**src/rtl/gate_chk_hold_cnt.sv**
```systemverilog
// Per-vector hold timer: loadable down-counter with a zero flag.
// Part of gate_stim_checker (see GATE_CHK_FAILMAP_EN in the top for the optional feature).
module gate_chk_hold_cnt #(
  parameter int unsigned Width = 4
) (
  input  logic             i_clk,
  input  logic             i_rst_n,
  input  logic             i_load,
  input  logic [Width-1:0] i_load_val,
  input  logic             i_dec,
  output logic             o_zero
);

  logic [Width-1:0] r_cnt;

  always_ff @(posedge i_clk or negedge i_rst_n) begin
    if (!i_rst_n) begin
      r_cnt <= '0;
    end else if (i_load) begin
      r_cnt <= i_load_val;
    end else if (i_dec && (r_cnt != '0)) begin
      r_cnt <= r_cnt - Width'(1);
    end
  end

  assign o_zero = (r_cnt == '0);

endmodule

```
**config.mk**
```make
export PLATFORM = sky130hd
export DESIGN_NAME = gate_chk_hold_cnt
export DESIGN_NICKNAME = d
export VERILOG_FILES = /design/src/rtl/gate_chk_hold_cnt.sv
export SDC_FILE = /design/constraint.sdc
export NUM_CORES = 1
export LEC_CHECK = 0
export ABC_AREA = 1
export CORE_AREA = 2 2 39 41
export DETAILED_ROUTE_END_ITERATION = 8
export DIE_AREA = 0 0 41 43
export SETUP_SLACK_MARGIN = 0.4
export SYNTH_ARGS = -nofsm -noshare
export SYNTH_HDL_FRONTEND = slang
export SYNTH_SLANG_ARGS = --single-unit
```
**constraint.sdc**
```tcl
create_clock -name i_clk -period 3.5 [get_ports i_clk]
set_clock_uncertainty 0.2 [all_clocks]
set_input_delay 0.35 -clock i_clk [delete_from_list [all_inputs] [get_ports i_clk]]
set_output_delay 0.35 -clock i_clk [all_outputs]
set_load 0.05 [all_outputs]
```
**Word level (Yosys, flattened, before mapping)**

Cells that the tools add are included.

- Input bits: 8
- Bits in registers: 4

- $add $sub $neg: 1
- Mux-type cells: 2
- Reductions and logical operators: 4

Operators with widths:

| kind | number |
|---|---|
| 2-to-1 mux 4 bit | 2 |
| zero test 4 bit | 1 |
| nonzero test 4 bit | 1 |
| subtractor 4 x 1 -> 4 bit, second input constant | 1 |
| nonzero test 2 bit | 1 |
| logical AND 1 bit | 1 |

**Logic depth before layout (Yosys ltp)**

- Depth in word-level cells: 4
- Mapped depth: 9
- Depth with buffers taken out: 9

**Worst setup path after synthesis**

OpenSTA, ideal clock, no wires.

- Path type: register to output
- Start: register r_cnt[0]
- End: output port o_zero
- Stages on the path, launching flop included: 5
- Slack: 1915 ps
- Data required time: 2950 ps
- Arrival time: 1035 ps
- Cell sequence: dfrtp_1 > inv_1 > ha_1 > nand2_2 > inv_1

- Longest elaborated chain between the ends: 1

RTL lines:

| what | line | source |
|---|---|---|
| start: declaration | 14 | `logic [Width-1:0] r_cnt;` |
| start signal: assignment | 20 | `r_cnt <= i_load_val;` |
| start signal: assignment | 22 | `r_cnt <= r_cnt - Width'(1);` |
| zero test 4 bit | 26 | `assign o_zero = (r_cnt == '0);` |
| end: declaration | 11 | `output logic o_zero` |

Every way passes these cells.

**Worst setup path after layout**

Ends and elaborated chain as after synthesis.

==> results.txt <==
----------------------------------------------------
[Power and ir drop]
  Peak supply drop ... 161 uV
  Pwr per Cell Area ... 460 nW/um^2
  Static power due to leakage ... approximately 0.22 nW
  Post-layout power ... between 0.15 and 0.2 mW

[GRT]
  Initial antenna violation count ... 0
  Wire length of the first global-routing pass ... ~900 um
  Met2 Usage GRT ... 11.3%
  Met1 demand-to-capacity share in global routing ... 8.50%
  Total track usage ... 7.77%
  Vias in the first global route ... approximately 260
  Overflow after GRT ... 0
  Met3 layer usage reported by global route ... 1.57%
  Busiest layer in global routing ... met2
  Largest net degree at the start of global routing ... 9

[Floorplan]
  Vertical die dimension ... 43 um
  Number of top-level design ports ... 9
  Num rows ... 14
  Std-Cell Core Area ... 1380 sq um
  X dimension of the die ... just over 40 um
  DIE AREA ... 1760 sq um
  Initial Utilization ... 21.3%

[Cells and area]
  Number of cells in the finished layout apart from fillers ... 73
  Share of cells above drive strength 1 ... between 10% and 20%
  Area of the multi-input gates ... 169 sq um
  Layout-stage area growth over the synthesis result ... 41.5%
  Most flop-heavy register ... r_cnt
  Registers with the highest flip-flop counts ... r_cnt (4)
  # diodes ... 0
  Number of flip-flops in the largest register ... 4
  Leading cell type in the layout, fill and taps excluded ... nand2_1
  Filler instances ... 159
  Final net count ... 68
  Highest-count cells in the layout ignoring fill and taps ... nand2_1, clkdlybuf4s50_1, inv_1
  Seq. cell area ... 100 sq um

[Synth]
  Nets in the synthesized netlist ... 55
  Number of distinct library cells after synthesis ... 13
  Sequential element share of the synthesized area ... 33.9%
  Synthesized cell area ... 295 sq um
  Gate count of the mapped netlist ... 46
  Synthesis warning total ... 0
  Synthesized area per cell ... 6.42 sq um
  Post-synthesis sequential element count ... 4

[Place]
  Number of buffers inserted by port buffering ... 8
  Final weighted congestion in routability-driven placement ... 0.725
  Instance count after placement with tap cells included ... 70
  Hpwl dp ... about 460 um

[Timing]
  Final number of setup-violating endpoints ... 0
  Shortest period the worst path allows ... 2.39 ns
  Number of pins exceeding their max-slew limit in the final report ... 0
  Relative max-transition margin ... 67.5%
  RSZ-0062 raised after global routing ... false
  Part of the cycle the worst path needs ... 68.2%
  Setup total negative slack ... 0 ns
  Slew @ Worst Pin ... 0.486 ns
  Max frequency ... roughly 0.42 GHz
  Number of endpoints with negative hold slack in the final report ... 0

[Detailed routing]
  Total wirelength of the detailed-routed design ... between 500 and 600 um
  Via total after detailed routing ... 287
  Routed WL per cell ... 7.62 um
  Count of unresolved DRC violations after routing ... 0
  Length of the first detailed-routing pass in iterations ... 1
  DRC marker count from the first detailed-route iteration ... 0
  Antenna Nets Post-Route ... 0
  Vias per Instance ... 3.93

[Worst setup path]
  Data arrival time of the worst path ... ~1.8 ns
  Critical path class ... reg2out
  Type of destination of the critical path ... output port
  Highest fanout seen on the critical path ... 3
  Critical Path Start Type ... flip-flop
  Crit path required time ... slightly below 3 ns

[CTS]
  Cell at the root of the clock tree ... clkbuf_4
  H-Tree Level Count ... 1
  Clk slew on worst S/H paths ... 0.04 ns
  Worst-Skew Late Latency ... 0.23 ns
  # clock sinks ... 4
  Clock tree from TritonCTS ... yes
  Number of buffers added for setup after CTS ... 0
  TritonCTS Buffers ... 3
  Clk buf depth ... 2
  Hold-fix buffer count after cts ... 0
  Post-CTS Resized ... 0

[Job]
  Count of maximum capacitance violations ... 0

[Worst hold path]
  Path class of the lowest-slack min-delay path ... in2async

[Run status]
  Outcome ... complete, no violations

----------------------------------------------------
metrics by stage:
step / setup slack, ns / hold slack, ns / instance area [sq um] / utilization [%]
2_1_floorplan: 1.91 / -0.146 / 295 / -
3_3_place_gp: 1.37 / 0.317 / 395 / 28.6
3_5_place_dp: 1.35 / 0.324 / 395 / 28.6
4_1_cts: 1.09 / 0.111 / 418 / 30.2
5_1_grt: 0.979 / 0.129 / 418 / 30.2
6_report: 1.11 / 0.117 / 418 / 30.2
final cells by class:
cell class	count	area share (%)
multi-input combinational	35	40.4
sequential	4	24.0
timing repair buffer	8	19.2
inverter	7	6.29
clock buffer	3	5.39
tap	16	4.79
Yosys cell counts (all sizes together):
master,instances,area [sq um]
clkinv,1,3.75
dfrtp,4,100
ha,1,12.5
inv,6,22.5
nand2,24,103
nand3,3,15.0
nand3b,2,15.0
nor2,3,13.8
o21ai,2,10.0
kinds of logic (layout without fill, tap and decap cells):
group                    count (synthesis)  in the layout  synth area share, %
AND/OR/NAND/NOR                         32             32                 49.6
buffers and inverters                    7             18                 8.90
adder cells (fa/ha/maj)                  1              1                 4.24
AO/OA/AOI/OAI                            2              2                 3.39
flip-flops                               4              4                 33.9
metal layers:
layer	part of all wire (%)	up-vias
met3	3.1	0
met2	53	4
met5	0	-
li1	-	162
met4	0	0
met1	44	121
power by group:
| group | switching (mW) | internal, mW | total (mW) |
|---|---|---|---|
| sequential | 0.00878 | 0.0559 | 0.0647 |
| combinational | 0.0416 | 0.0308 | 0.0724 |
| clock | 0.0169 | 0.0382 | 0.0551 |
| total | 0.0672 | 0.125 | 0.192 |
worst max-delay path: stages (launching register included):
cell	delay (ns)
dfrtp_1	0.38
inv_1	0.10
ha_1	0.20
nand2_2	0.09
inv_1	0.05
clkdlybuf4s50_1	0.78
worst paths after layout:
path	start	endpoint	slack, ns	depth (start not counted)
max in group asynchronous	i_rst_n	r_cnt[1]	2.83	1
worst min register to register	r_cnt[0]	r_cnt[0]	0.33	2
worst max register to register	r_cnt[0]	r_cnt[2]	2.14	7
worst min-delay path	i_rst_n	r_cnt[3]	0.12	1
min in group i_clk	r_cnt[0]	r_cnt[0]	0.33	2
worst max-delay path	r_cnt[0]	o_zero	1.11	5
Power figures use the tool's default switching activity.
